$ cat src/rtl/bsg_counter_dynamic_countdown.sv
// Loadable down-counter with valid/ready start handshake and a held done flag.
// A start value L takes L+1 enabled cycles to reach DONE, matching the up-counter period.
module bsg_counter_dynamic_countdown #(
    parameter int width_p = 16
) (
    input  logic               clk_i,
    input  logic               reset_i,
    input  logic               v_i,
    input  logic [width_p-1:0] limit_i,
    output logic               ready_o,
    input  logic               en_i,
    output logic [width_p-1:0] counter_o,
    output logic               busy_o,
    output logic               v_o,
    input  logic               yumi_i
);

    typedef enum logic [1:0] {
        IDLE  = 2'd0,
        COUNT = 2'd1,
        DONE  = 2'd2
    } state_e;

    state_e             state_q, state_d;
    logic [width_p-1:0] count_q, count_d;

    // ready_o is combinational from yumi_i so a new load can replace an acknowledged done.
    assign ready_o   = (state_q == IDLE) | ((state_q == DONE) & yumi_i);
    assign busy_o    = (state_q == COUNT);
    assign v_o       = (state_q == DONE);
    assign counter_o = count_q;

    always_comb begin
        state_d = state_q;
        count_d = count_q;
        unique case (state_q)
            IDLE: begin
                if (v_i) begin
                    state_d = COUNT;
                    count_d = limit_i;
                end
            end
            COUNT: begin
                // Zero costs one extra enabled cycle before DONE, so no decrement ever wraps.
                if (en_i) begin
                    if (count_q != '0) begin
                        count_d = count_q - width_p'(1);
                    end else begin
                        state_d = DONE;
                    end
                end
            end
            DONE: begin
                if (yumi_i) begin
                    if (v_i) begin
                        state_d = COUNT;
                        count_d = limit_i;
                    end else begin
                        state_d = IDLE;
                    end
                end
            end
            default: begin
                state_d = IDLE;
                count_d = '0;
            end
        endcase
    end

    always_ff @(posedge clk_i) begin
        if (reset_i) begin
            state_q <= IDLE;
            count_q <= '0;
        end else begin
            state_q <= state_d;
            count_q <= count_d;
        end
    end

endmodule

$ cat config.mk
export PLATFORM = sky130hd
export DESIGN_NAME = bsg_counter_dynamic_countdown
export DESIGN_NICKNAME = d
export VERILOG_FILES = /design/src/rtl/bsg_counter_dynamic_countdown.sv
export SDC_FILE = /design/constraint.sdc
export NUM_CORES = 1
export LEC_CHECK = 0
export BUFFER_PORTS_ARGS = -buffer_cell sky130_fd_sc_hd__buf_2
export CAP_MARGIN = 0
export CORE_UTILIZATION = 49
export CTS_CLUSTER_SIZE = 16
export DETAILED_ROUTE_END_ITERATION = 7
export PLACE_DENSITY_LB_ADDON = 0.08
export SYNTH_ARGS = -nofsm -noshare
export SYNTH_HDL_FRONTEND = slang
export SYNTH_SLANG_ARGS = --single-unit
$ cat constraint.sdc
create_clock -name clk_i -period 1.9 [get_ports clk_i]
set_input_delay 0.19 -clock clk_i [delete_from_list [all_inputs] [get_ports clk_i]]
set_output_delay 0.19 -clock clk_i [all_outputs]
set_load 0.01 [all_outputs]
# [After elaboration in Yosys (flattened, before gate mapping)]
# Index checks and enable logic that the tools add are counted.
# Widths: inputs -> output; s select.
[op_classes] addsub=1 n_eq_ne=7 muxes=11 n_bitwise=2 reduce_logical=4
[op_table] cell="$mux 16" n=4
[op_table] cell="$pmux 16 s3" n=1
[op_table] cell="$reduce_bool 16->1" n=1
[op_table] cell="$sub 16x1->16 const B" n=1
[op_table] cell="$mux 2" n=4
[op_table] cell="$ne 2x2->1 const B" n=3
[op_table] cell="$pmux 2 s3" n=1
[op_table] cell="$ne 2x1->1 const B" n=2
[op_table] cell="$reduce_and 4->1" n=1
[op_table] cell="$reduce_and 3->1" n=1
[op_table] cell="$eq 2x1->1 const B" n=1
[op_table] cell="$eq 2x2->1 const B" n=1
[op_table] cell="$logic_not 2->1" n=1
[op_table] cell="$and 1x1->1" n=1
[op_table] cell="$mux 1" n=1
[op_table] cell="$or 1x1->1" n=1
[totals] regBits=18

# [Logic depth before layout (Yosys ltp)]
# Gate-level depths: netlist (run 1).
[depth] depth_word=4 depth_mapped=7 ltp_nobuf=6

# [Least setup slack after synthesis (run 1)]
# No wires, ideal clock.
[synth_timing] path_kind="register to register" from="register count_q[2], in the netlist counter_o[2]" to="register count_q[12], in the netlist counter_o[12]" setup_ns=0.131 t_arrival_ns=1.558 required_time_ns=1.769 path_slack_ns=0.210 path_stages_with_launch=6 synth_period_minus_slack_ns=1.690 cell_sequence="dfxtp_1 -> nor4_4 -> nand4_1 -> xnor2_1 -> a221oi_1 -> nor3_2"
[synth_via] elab_chain_len=4 elab_cells_between_ends=7 cone_classes="add/sub: 1; eq/ne: 1; mux: 3; reduce/logical: 2"
[synth_rtl] item="start, declared" line="25" source="logic [width_p-1:0] count_q, count_d;"
[synth_rtl] item="start signal, assigned" line="76" source="count_q <= count_d;"
[synth_rtl] item="$sub 16x1->16" line="47" source="count_d = count_q - width_p'(1);"
[synth_rtl] item="$mux 16" line="46" source="if (count_q != '0) begin"
[synth_rtl] item="$mux 16" line="45" source="if (en_i) begin"
[synth_rtl] item="$pmux 16 s3" line="36" source="unique case (state_q)"
# Several ways; a longest one is shown, not always the timed one. The select of a mux whose other input is x is not followed.
# A chain may end at the register's enable or synchronous reset.

# [Final worst setup path (run 1)]
[layout_timing] from="register count_q[0], in the netlist counter_o[0]" to="register count_q[12], in the netlist counter_o[12]"
# Same word-level chain as after synthesis.

==> results of run 1 <==
==> cell type report <==
type | count | share of cell area
clock buffer | 4 | 0.0250
inverter | 8 | 0.0207
multi-input combinational | 111 | 0.506
sequential | 18 | 0.248
tap | 28 | 0.0241
timing repair buffer | 47 | 0.176
==> worst max-delay path, cell delays in order (launching register included) <==
cell      delay (ns)
dfxtp_1         0.41
inv_1           0.09
ha_1            0.20
and4b_1         0.23
a31o_2          0.37
a221oi_1        0.31
nor3_2          0.07
==> report_power, final <==
group          internal [W]  total, W  switching (W)
Sequential         0.000426  0.000499      0.0000728
Clock              0.000117  0.000247       0.000130
Combinational      0.000261  0.000597       0.000336
==> flip-flops by register name (all words and copies together), names as in the netlist <==
| signal | flops |
|---|---|
| counter_o | 16 |
| state_q | 2 |
==> cells in the final DEF, fill, tap and decap left out, drive strengths merged, types with 2 or more instances in the layout <==
cell / synthesis / layout
a211oi: 3 / 3
a21oi: 15 / 15
a221oi: 4 / 4
a32o: 2 / 2
and2: 2 / 2
buf: 5 / 47
clkbuf: 4 / 4
dfxtp: 18 / 18
ha: 2 / 2
inv: 8 / 8
nand2: 11 / 11
nand2b: 2 / 2
nand4: 2 / 2
nand4b: 2 / 2
nor2: 14 / 14
nor2b: 4 / 4
nor3: 9 / 9
nor4: 2 / 2
o21ai: 13 / 13
o2bb2ai: 3 / 3
o31a: 3 / 3
o32ai: 2 / 2
xnor2: 4 / 4
==> worst min path at each step <==
stage               depth (start not counted)                       start  slack (ns)                         end
floorplan                                   2                         v_i        0.37     state_q[0]$_SDFFE_PP0P_
global placement                            2  counter_o[11]$_SDFFE_PP0P_        0.48  counter_o[11]$_SDFFE_PP0P_
detailed placement                          2  counter_o[11]$_SDFFE_PP0P_        0.50  counter_o[11]$_SDFFE_PP0P_
CTS                                         3                         v_i        0.18     state_q[0]$_SDFFE_PP0P_
global route                                3                         v_i        0.20     state_q[0]$_SDFFE_PP0P_
finish                                      3                         v_i        0.19     state_q[0]$_SDFFE_PP0P_
==> through the flow <==
stage	cells	utilization	hold WS, ns	total power, W
floorplan	146	-	0.374	0.000894
global placement	212	0.631	0.485	0.00108
detailed placement	212	0.631	0.496	0.00109
CTS	216	0.647	0.181	0.00133
global route	216	0.650	0.202	0.00143
finish	216	0.650	0.185	0.00134
==> logic make-up after synthesis <==
kind of cell | count (synthesis)
flops | 18
xor+xnor | 4
compound gates | 53
fa+ha+maj | 2
simple gates | 52
buf+inv | 17
==> metal layers <==
metal	track usage	wire length (µm)	up-vias
met1	0.352	1430	621
met5	0	0	-
met2	0.453	1510	48
li1	-	-	626
met4	0.0972	33	0
met3	0.0273	177	4
==> timing repair <==
action | in CTS | in global routing
hold buffers | 0 | 0
endpoints found under the setup margin | 0 | 2
endpoints found under the hold margin | 0 | 0
resized for setup | 0 | 1
==> flow_metrics.env, run 1 <==
export IMPL_synth_async_reset_ratio=0
export IMPL_hold_path_class="primary input to flip-flop"
export IMPL_yosys_top_cells_area="dfxtp_1 31%, a21oi_1 6.4%, nor2_1 4.5%"
export IMPL_wl_per_cell_um=14.6
export IMPL_antenna_found_initial=0
export IMPL_final_max_slew_viol_count=0
export IMPL_crit_path_start_kind="flip-flop"
export IMPL_num_antenna_cells=0
export IMPL_clk_pin_slew_ns=0.12
export IMPL_setup_slack_ns=0.109
export IMPL_synth_top_cell_area_share=0.309
export IMPL_grt_usage=0.269
export IMPL_startpoint="counter_o[0]$_SDFFE_PP0P_"
export IMPL_clock_sinks=18
export IMPL_synth_top_area_cell="dfxtp_1"
export IMPL_synthXorXnorAreaFrac=0.0301
export IMPL_fp_dieW_um=50.8
export IMPL_synth_commonest_cells="18 x dfxtp_1, 15 x a21oi_1, 14 x nor2_1"
export IMPL_drt_iter0_drc=28
export IMPL_synth_edff_count=0
export IMPL_r2r_start="counter_o[0]$_SDFFE_PP0P_"
export IMPL_fin_tns_setup_ns=0
export IMPL_grt_max_degree=20
export IMPL_synthAdderAreaFrac=0.0215
export IMPL_postSynthCellCount=146
export IMPL_synth_compound_area_frac=0.325
export IMPL_critPathArrivalTime_ns=1.98
export IMPL_crit_fanout=13
export IMPL_setup_worst_path_end="counter_o[12]$_SDFFE_PP0P_"
export IMPL_r2r_cells=6
export IMPL_port_buffers=39
export IMPL_grt_setup_unrepaired="no"
export IMPL_seqCellArea_um2=360
export IMPL_rr_endpoint="counter_o[12]$_SDFFE_PP0P_"
export IMPL_drc=0
export IMPL_synthFlopType="dfxtp_1"
export IMPL_yosysWarnings=0
export IMPL_synth_top_family_by_area="compound AO/OA/AOI/OAI gates"
export IMPL_die_area_um2=2580
export IMPL_ys_seq_elements=18
export IMPL_first_pass_iters=5
export IMPL_cts_buffers=3
export IMPL_setup_viol=0
export IMPL_grt_pass1_wl_um=5250
export IMPL_placementRows=17
export IMPL_synth_area_mux_share=0
export IMPL_rrSetupSlack_ns=0.11
export IMPL_cap_violations=0
export IMPL_final_nets=212
export IMPL_netlist_area_um2=1160
export IMPL_cts_tree="yes"
export IMPL_postCtsSetupBuffers=0
export IMPL_area_growth_pct=24.6
export IMPL_fin_skew_ns=0.00794
export IMPL_drt_total_wl_um=3150
export IMPL_synthesis_nets=169
export IMPL_routed_via_density=6.01
export IMPL_die_h_um=50.8
export IMPL_fin_crit_ns=1.79
export IMPL_max_slew_margin=0.688
export IMPL_htree_levels=1
export IMPL_cts_root_buf="clkbuf_4"
export IMPL_hold_viol=0
export IMPL_powerDensity_nw_per_um2=925
export IMPL_overflow=0
export IMPL_antenna_left=0
export IMPL_num_vias=1299
export IMPL_synthDistinctLibCells=41
export IMPL_place_congestion=0.851
export IMPL_start_util=0.522
export IMPL_leakage_nw=0.623
export IMPL_placed_area_um2=1410
export IMPL_synth_avg_cell_area_um2=7.98
export IMPL_postLayoutCellArea_um2=1450
export IMPL_yosys_area_share_simple=0.248
export IMPL_coreArea_um2=2230
export IMPL_fillers=200
export IMPL_layout_drive_gt1_share=0.319
export IMPL_worstPathRequired_ns=2.09
export IMPL_first_global_vias=1155
export IMPL_tightest_slew_ns=0.468
export IMPL_ctsLongestPathBuffers=2
export IMPL_clock_fmax_mhz=558
export IMPL_pre_cts_ws_ns=0.125
export IMPL_fin_crit_sh=0.943
export IMPL_clkLatencyLatePin_ns=0.30
export IMPL_crit_path_end_kind="flip-flop"
export IMPL_multi_input_area_um2=734
export IMPL_dp_hpwl_um=2230
export IMPL_crit_type="flip-flop to flip-flop"
export IMPL_ys_seq_area_frac=0.309
export IMPL_synth_most_common_cell="dfxtp_1"
export IMPL_vdd_drop_max_mv=0.511
export IMPL_status="complete, no violations"
export IMPL_ios=40
(Power assumes the default switching activity.)
==> run 2: changes to the inputs <==
Settings changed: CORE_MARGIN set to 10, CORE_UTILIZATION 49 to 44.
Clock period 1.9 ns to 1.5 ns, I/O delays scaled along.
==> run 2 against run 1 <==
  * The flow now finishes with violations (negative setup slack)
  * Routed wire length rose by 32%
  * Maximum frequency rose by 11%
  * Hold slack got worse by 0.035 ns
  * Flip-flop and latch count did not move
  * Sequential share of layout area fell by 4.1 points
  * Setup slack got worse by 0.22 ns
  * Critical endpoint is now counter_o[7]$_SDFFE_PP0P_
  * Largest power group unchanged
==> flow_metrics.env, run 2 (same netlist as run 1, synthesis figures left out) <==
export IMPL_ios=40
export IMPL_clock_sinks=18
export IMPL_grt_setup_unrepaired="yes"
export IMPL_wl_per_cell_um=16.6
export IMPL_grt_pass1_wl_um=6820
export IMPL_antenna_left=0
export IMPL_first_pass_iters=4
export IMPL_num_antenna_cells=0
export IMPL_first_global_vias=1393
export IMPL_coreArea_um2=2500
export IMPL_crit_path_start_kind="flip-flop"
export IMPL_mostFrequentLayoutCells="39 x buf_2, 34 x buf_4, 15 x a21oi_1"
export IMPL_routed_via_density=5.69
export IMPL_critPathArrivalTime_ns=1.78
export IMPL_layout_drive_gt1_share=0.518
export IMPL_violations="negative setup slack"
export IMPL_start_util=0.466
export IMPL_drt_iter0_drc=105
export IMPL_fin_crit_ns=1.61
export IMPL_antenna_found_initial=0
export IMPL_crit_path_end_kind="flip-flop"
export IMPL_htree_levels=1
export IMPL_cap_violations=0
export IMPL_placementRows=18
export IMPL_drc=0
export IMPL_final_nets=244
export IMPL_fin_tns_setup_ns=-1.02
export IMPL_final_common_cell="buf_2"
export IMPL_cts_tree="yes"
export IMPL_die_area_um2=5110
export IMPL_cts_buffers=3
export IMPL_leakage_nw=0.813
export IMPL_rr_endpoint="counter_o[7]$_SDFFE_PP0P_"
export IMPL_status="finished with violations"
export IMPL_cts_root_buf="clkbuf_4"
export IMPL_worstPathRequired_ns=1.67
export IMPL_total_power_w=0.00206
export IMPL_hold_viol=0
export IMPL_area_growth_pct=57.3
export IMPL_overflow=0
export IMPL_largest_reg_flops=16
export IMPL_vdd_drop_max_mv=0.747
export IMPL_r2r_start="counter_o[5]$_SDFFE_PP0P_"
export IMPL_die_h_um=71.5
export IMPL_grt_max_degree=20
export IMPL_max_slew_margin=0.724
export IMPL_powerDensity_nw_per_um2=1120
export IMPL_grt_usage=0.160
export IMPL_fin_crit_sh=1.07
export IMPL_clock_fmax_mhz=621
export IMPL_ctsLongestPathBuffers=2
export IMPL_drt_total_wl_um=4160
export IMPL_fp_dieW_um=71.5
export IMPL_worstHoldStart="v_i"
export IMPL_rrSetupSlack_ns=-0.11
export IMPL_fillers=208
export IMPL_dp_hpwl_um=3060
export IMPL_crit_type="flip-flop to flip-flop"
export IMPL_port_buffers=39
export IMPL_clk_pin_slew_ns=0.12
export IMPL_num_vias=1422
export IMPL_final_max_slew_viol_count=0
export IMPL_place_congestion=0.881
export IMPL_hold_buffers=0
export IMPL_setup_slack_ns=-0.110
export IMPL_hold_path_class="primary input to flip-flop"
export IMPL_crit_fanout=5
export IMPL_clkLatencyLatePin_ns=0.30
export IMPL_fin_skew_ns=0.0153
export IMPL_setup_viol=16
export IMPL_tightest_slew_ns=0.413
export IMPL_min_to="state_q[0]$_SDFFE_PP0P_"
export IMPL_pre_cts_ws_ns=-0.103
export IMPL_hold_depth=3
export IMPL_r2r_cells=6
## run 2: layout make-up
type                            count  area [µm²]  area share
Clock buffer                        4        36.3      0.0198
Sequential cell                    18         380       0.208
Inverter                            8        35.0      0.0191
Timing Repair Buffer               78         515       0.281
Tap cell                           30        37.5      0.0205
Multi-Input combinational cell    112         827       0.452
## run 2: worst max-delay path by stage
stage / start / to / slack (ns)
final: counter_o[5]$_SDFFE_PP0P_ / counter_o[7]$_SDFFE_PP0P_ / -0.11
after floorplan: counter_o[5]$_SDFFE_PP0P_ / counter_o[12]$_SDFFE_PP0P_ / -0.07
after detailed placement: counter_o[5]$_SDFFE_PP0P_ / counter_o[7]$_SDFFE_PP0P_ / -0.10
after global routing: counter_o[5]$_SDFFE_PP0P_ / counter_o[12]$_SDFFE_PP0P_ / -0.25
after CTS: counter_o[2]$_SDFFE_PP0P_ / counter_o[7]$_SDFFE_PP0P_ / -0.11
after global placement: counter_o[5]$_SDFFE_PP0P_ / counter_o[7]$_SDFFE_PP0P_ / -0.04
## run 2: where the power goes
group | leakage (nW) | switching, W | internal, W
clock network | 0.0210 | 0.000156 | 0.000148
logic | 0.640 | 0.000587 | 0.000568
registers | 0.152 | 0.0000553 | 0.000544
## run 2: repair_timing
action,CTS,global route
pin swaps,9,8
resized for setup,9,16
endpoints found under the setup margin,16,17
gates cloned,1,0
buffers inserted,3,3
## run 2: per-layer routing
metal / track usage / vias to the layer above / wire length (µm)
li1: - / 695 / -
met1: 0.208 / 672 / 1850
met2: 0.250 / 51 / 2010
met3: 0.0399 / 4 / 266
met4: 0.0559 / 0 / 28
met5: 0 / - / 0
## run 2: worst max-delay path, cell delays in order, from the launching register on
cell and delay (ns):
dfxtp_4 0.36, nor4_4 0.40, buf_4 0.19, nand3b_1 0.08
xnor2_1 0.13, a221oi_1 0.24, nor3_1 0.08
## run 2: metrics by stage
stage / hold slack (ns) / cells / utilization / area, µm²
2_1_floorplan: 0.315 / 146 / - / 1200
3_3_place_gp: 0.419 / 239 / 0.658 / 1640
3_5_place_dp: 0.457 / 239 / 0.658 / 1640
4_1_cts: 0.145 / 247 / 0.697 / 1740
5_1_grt: 0.147 / 250 / 0.733 / 1830
6_report: 0.150 / 250 / 0.733 / 1830
==> run 3: changes to the inputs <==
Settings changed: CORE_UTILIZATION 44 to 49.
Clock period 1.5 ns to 1.8 ns, I/O delays scaled along.
==> run 3 against run 2 <==
  * The run now ends clean
  * Core utilization down 6.3 points
  * First-iteration DRC count grew 2.9%
  * Final cell count down 12%
  * Sequential power is 13% lower
  * Die area shrank 7.4%
  * Sequential share of layout area increased by 3.4 points
  * Largest power group unchanged
==> flow_metrics.env, run 3 (same netlist as run 1, synthesis figures left out) <==
export IMPL_p_seq_frac=0.371
export IMPL_clock_fmax_mhz=581
export IMPL_clkLatencyLatePin_ns=0.29
export IMPL_placementRows=17
export IMPL_crit_fanout=7
export IMPL_grt_max_degree=20
export IMPL_mostFrequentLayoutCells="39 x buf_2, 17 x dfxtp_1, 15 x a21oi_1"
export IMPL_critical_path_slowest_cell="dfxtp_1"
export IMPL_crit_path_end_kind="flip-flop"
export IMPL_crit_path_start_kind="flip-flop"
export IMPL_antenna_found_initial=0
export IMPL_first_global_vias=1203
export IMPL_fin_crit_ns=1.72
export IMPL_drc=0
export IMPL_die_h_um=68.8
export IMPL_final_nets=218
export IMPL_largest_reg_flops=16
export IMPL_grt_setup_unrepaired="no"
export IMPL_final_common_cell="buf_2"
export IMPL_start_util=0.522
export IMPL_cts_tree="yes"
export IMPL_vdd_drop_max_mv=0.517
export IMPL_total_power_w=0.00140
export IMPL_hold_depth=3
export IMPL_ios=40
export IMPL_p_comb_frac=0.483
export IMPL_htree_levels=1
export IMPL_num_vias=1290
export IMPL_wl_per_cell_um=16.0
export IMPL_hold_path_class="primary input to flip-flop"
export IMPL_leakage_nw=0.650
export IMPL_crit_buf_inv=1
export IMPL_grt_usage=0.148
export IMPL_max_slew_margin=0.689
export IMPL_port_buffers=39
export IMPL_overflow=0
export IMPL_drt_iter0_drc=108
export IMPL_first_pass_iters=4
export IMPL_cap_violations=0
export IMPL_fin_crit_sh=0.957
export IMPL_r2r_cells=6
export IMPL_slowest_delay_ns=0.50
export IMPL_antenna_left=0
export IMPL_critPathArrivalTime_ns=1.92
export IMPL_routed_via_density=5.84
export IMPL_crit_chain="nor2_1, and4b_1, a31oi_4, buf_4, nor2_1, a211oi_1"
export IMPL_place_congestion=0.849
export IMPL_cts_buffers=3
export IMPL_grt_pass1_wl_um=5530
export IMPL_crit_type="flip-flop to flip-flop"
export IMPL_clock_sinks=18
export IMPL_power_switching_w=0.000571
export IMPL_status="complete, no violations"
export IMPL_layout_drive_gt1_share=0.347
export IMPL_crit_family="compound AO/OA/AOI/OAI gates"
export IMPL_pwr_share_clk=0.145
export IMPL_cpMostUsedCell="nor2_1"
export IMPL_setup_viol=0
export IMPL_tightest_slew_ns=0.467
export IMPL_p_int_w=0.000828
export IMPL_final_max_slew_viol_count=0
export IMPL_coreArea_um2=2230
export IMPL_cts_root_buf="clkbuf_4"
export IMPL_hold_buffers=0
export IMPL_drt_total_wl_um=3550
export IMPL_pre_cts_ws_ns=0.0809
export IMPL_dp_hpwl_um=2630
export IMPL_hold_viol=0
export IMPL_ctsLongestPathBuffers=2
export IMPL_worstPathRequired_ns=1.99
export IMPL_setup_slack_ns=0.0781
export IMPL_powerDensity_nw_per_um2=936
export IMPL_num_antenna_cells=0
export IMPL_area_growth_pct=28.4
export IMPL_die_area_um2=4730
export IMPL_fin_tns_setup_ns=0
export IMPL_path_depth=6
export IMPL_p_sw_frac=0.408
export IMPL_clk_pin_slew_ns=0.10
export IMPL_fin_skew_ns=0.000806
export IMPL_fp_dieW_um=68.8
run 3: cell types whose count changed in the layout (fill, tap and decap cells not counted), moves of 2 or more:
cell / change
o32ai_1: +2
nand2_2: -2
nand2_1: +2
buf_6: -4
dfxtp_1: +5
dfxtp_4: -5
ha_1: +2
inv_1: +2
inv_4: -2
o21ai_2: -2
buf_4: -20
o32ai_2: -2
run 3: power by group through the flow:
stage	combinational, W	clock [W]	sequential (W)
6_report	0.000676	0.000204	0.000519
5_1_grt	0.000742	0.000227	0.000528
4_1_cts	0.000639	0.000217	0.000518
3_5_place_dp	0.000634	0	0.000527
3_3_place_gp	0.000626	0	0.000522
2_1_floorplan	0.000407	0	0.000537
run 3: what timing repair did:
| item | 4_1_cts | 5_1_grt |
|---|---|---|
| buffers inserted | 0 | 4 |
| gates resized for setup | 0 | 4 |
| endpoints found under the setup margin | 0 | 13 |
run 3: tightest hold or removal path, delay by kind of cell:
family | cells | cell delay [ns]
AND/OR/NAND/NOR | 1 | 0.08
buffers and inverters | 1 | 0.09
AO/OA/AOI/OAI | 1 | 0.07
run 3: final timing paths:
check / from / to / slack, ns
max: counter_o[2]$_SDFFE_PP0P_ / counter_o[1]$_SDFFE_PP0P_ / 0.08
min: v_i / state_q[0]$_SDFFE_PP0P_ / 0.18
max reg2reg: counter_o[2]$_SDFFE_PP0P_ / counter_o[1]$_SDFFE_PP0P_ / 0.08
min reg2reg: counter_o[14]$_SDFFE_PP0P_ / counter_o[14]$_SDFFE_PP0P_ / 0.51
run 3: stage by stage:
stage                     instance area (µm²)  instances  hold WS [ns]   util
final                                    1500        221         0.182  0.669
after global routing                     1500        221         0.201  0.669
after CTS                                1450        217         0.175  0.648
after detailed placement                 1420        214         0.494  0.638
after global placement                   1420        214         0.478  0.638
after floorplan                          1160        146         0.364      -
run 3: routing by layer:
| metal | share of wire | vias to the layer above | track usage |
|---|---|---|---|
| li1 | - | 640 | - |
| met1 | 0.43 | 605 | 0.178 |
| met2 | 0.50 | 43 | 0.262 |
| met3 | 0.067 | 2 | 0.0290 |
| met4 | 0.0042 | 0 | 0.0369 |
| met5 | 0 | - | 0 |
run 3: cell type report:
cell class	instances	area, µm²
flip-flops and latches	18	362
clock buffers	3	22.5
well taps	28	35.0
inverters	8	30.0
fillers	210	738
repair buffers	53	300
multi-input cells	111	746
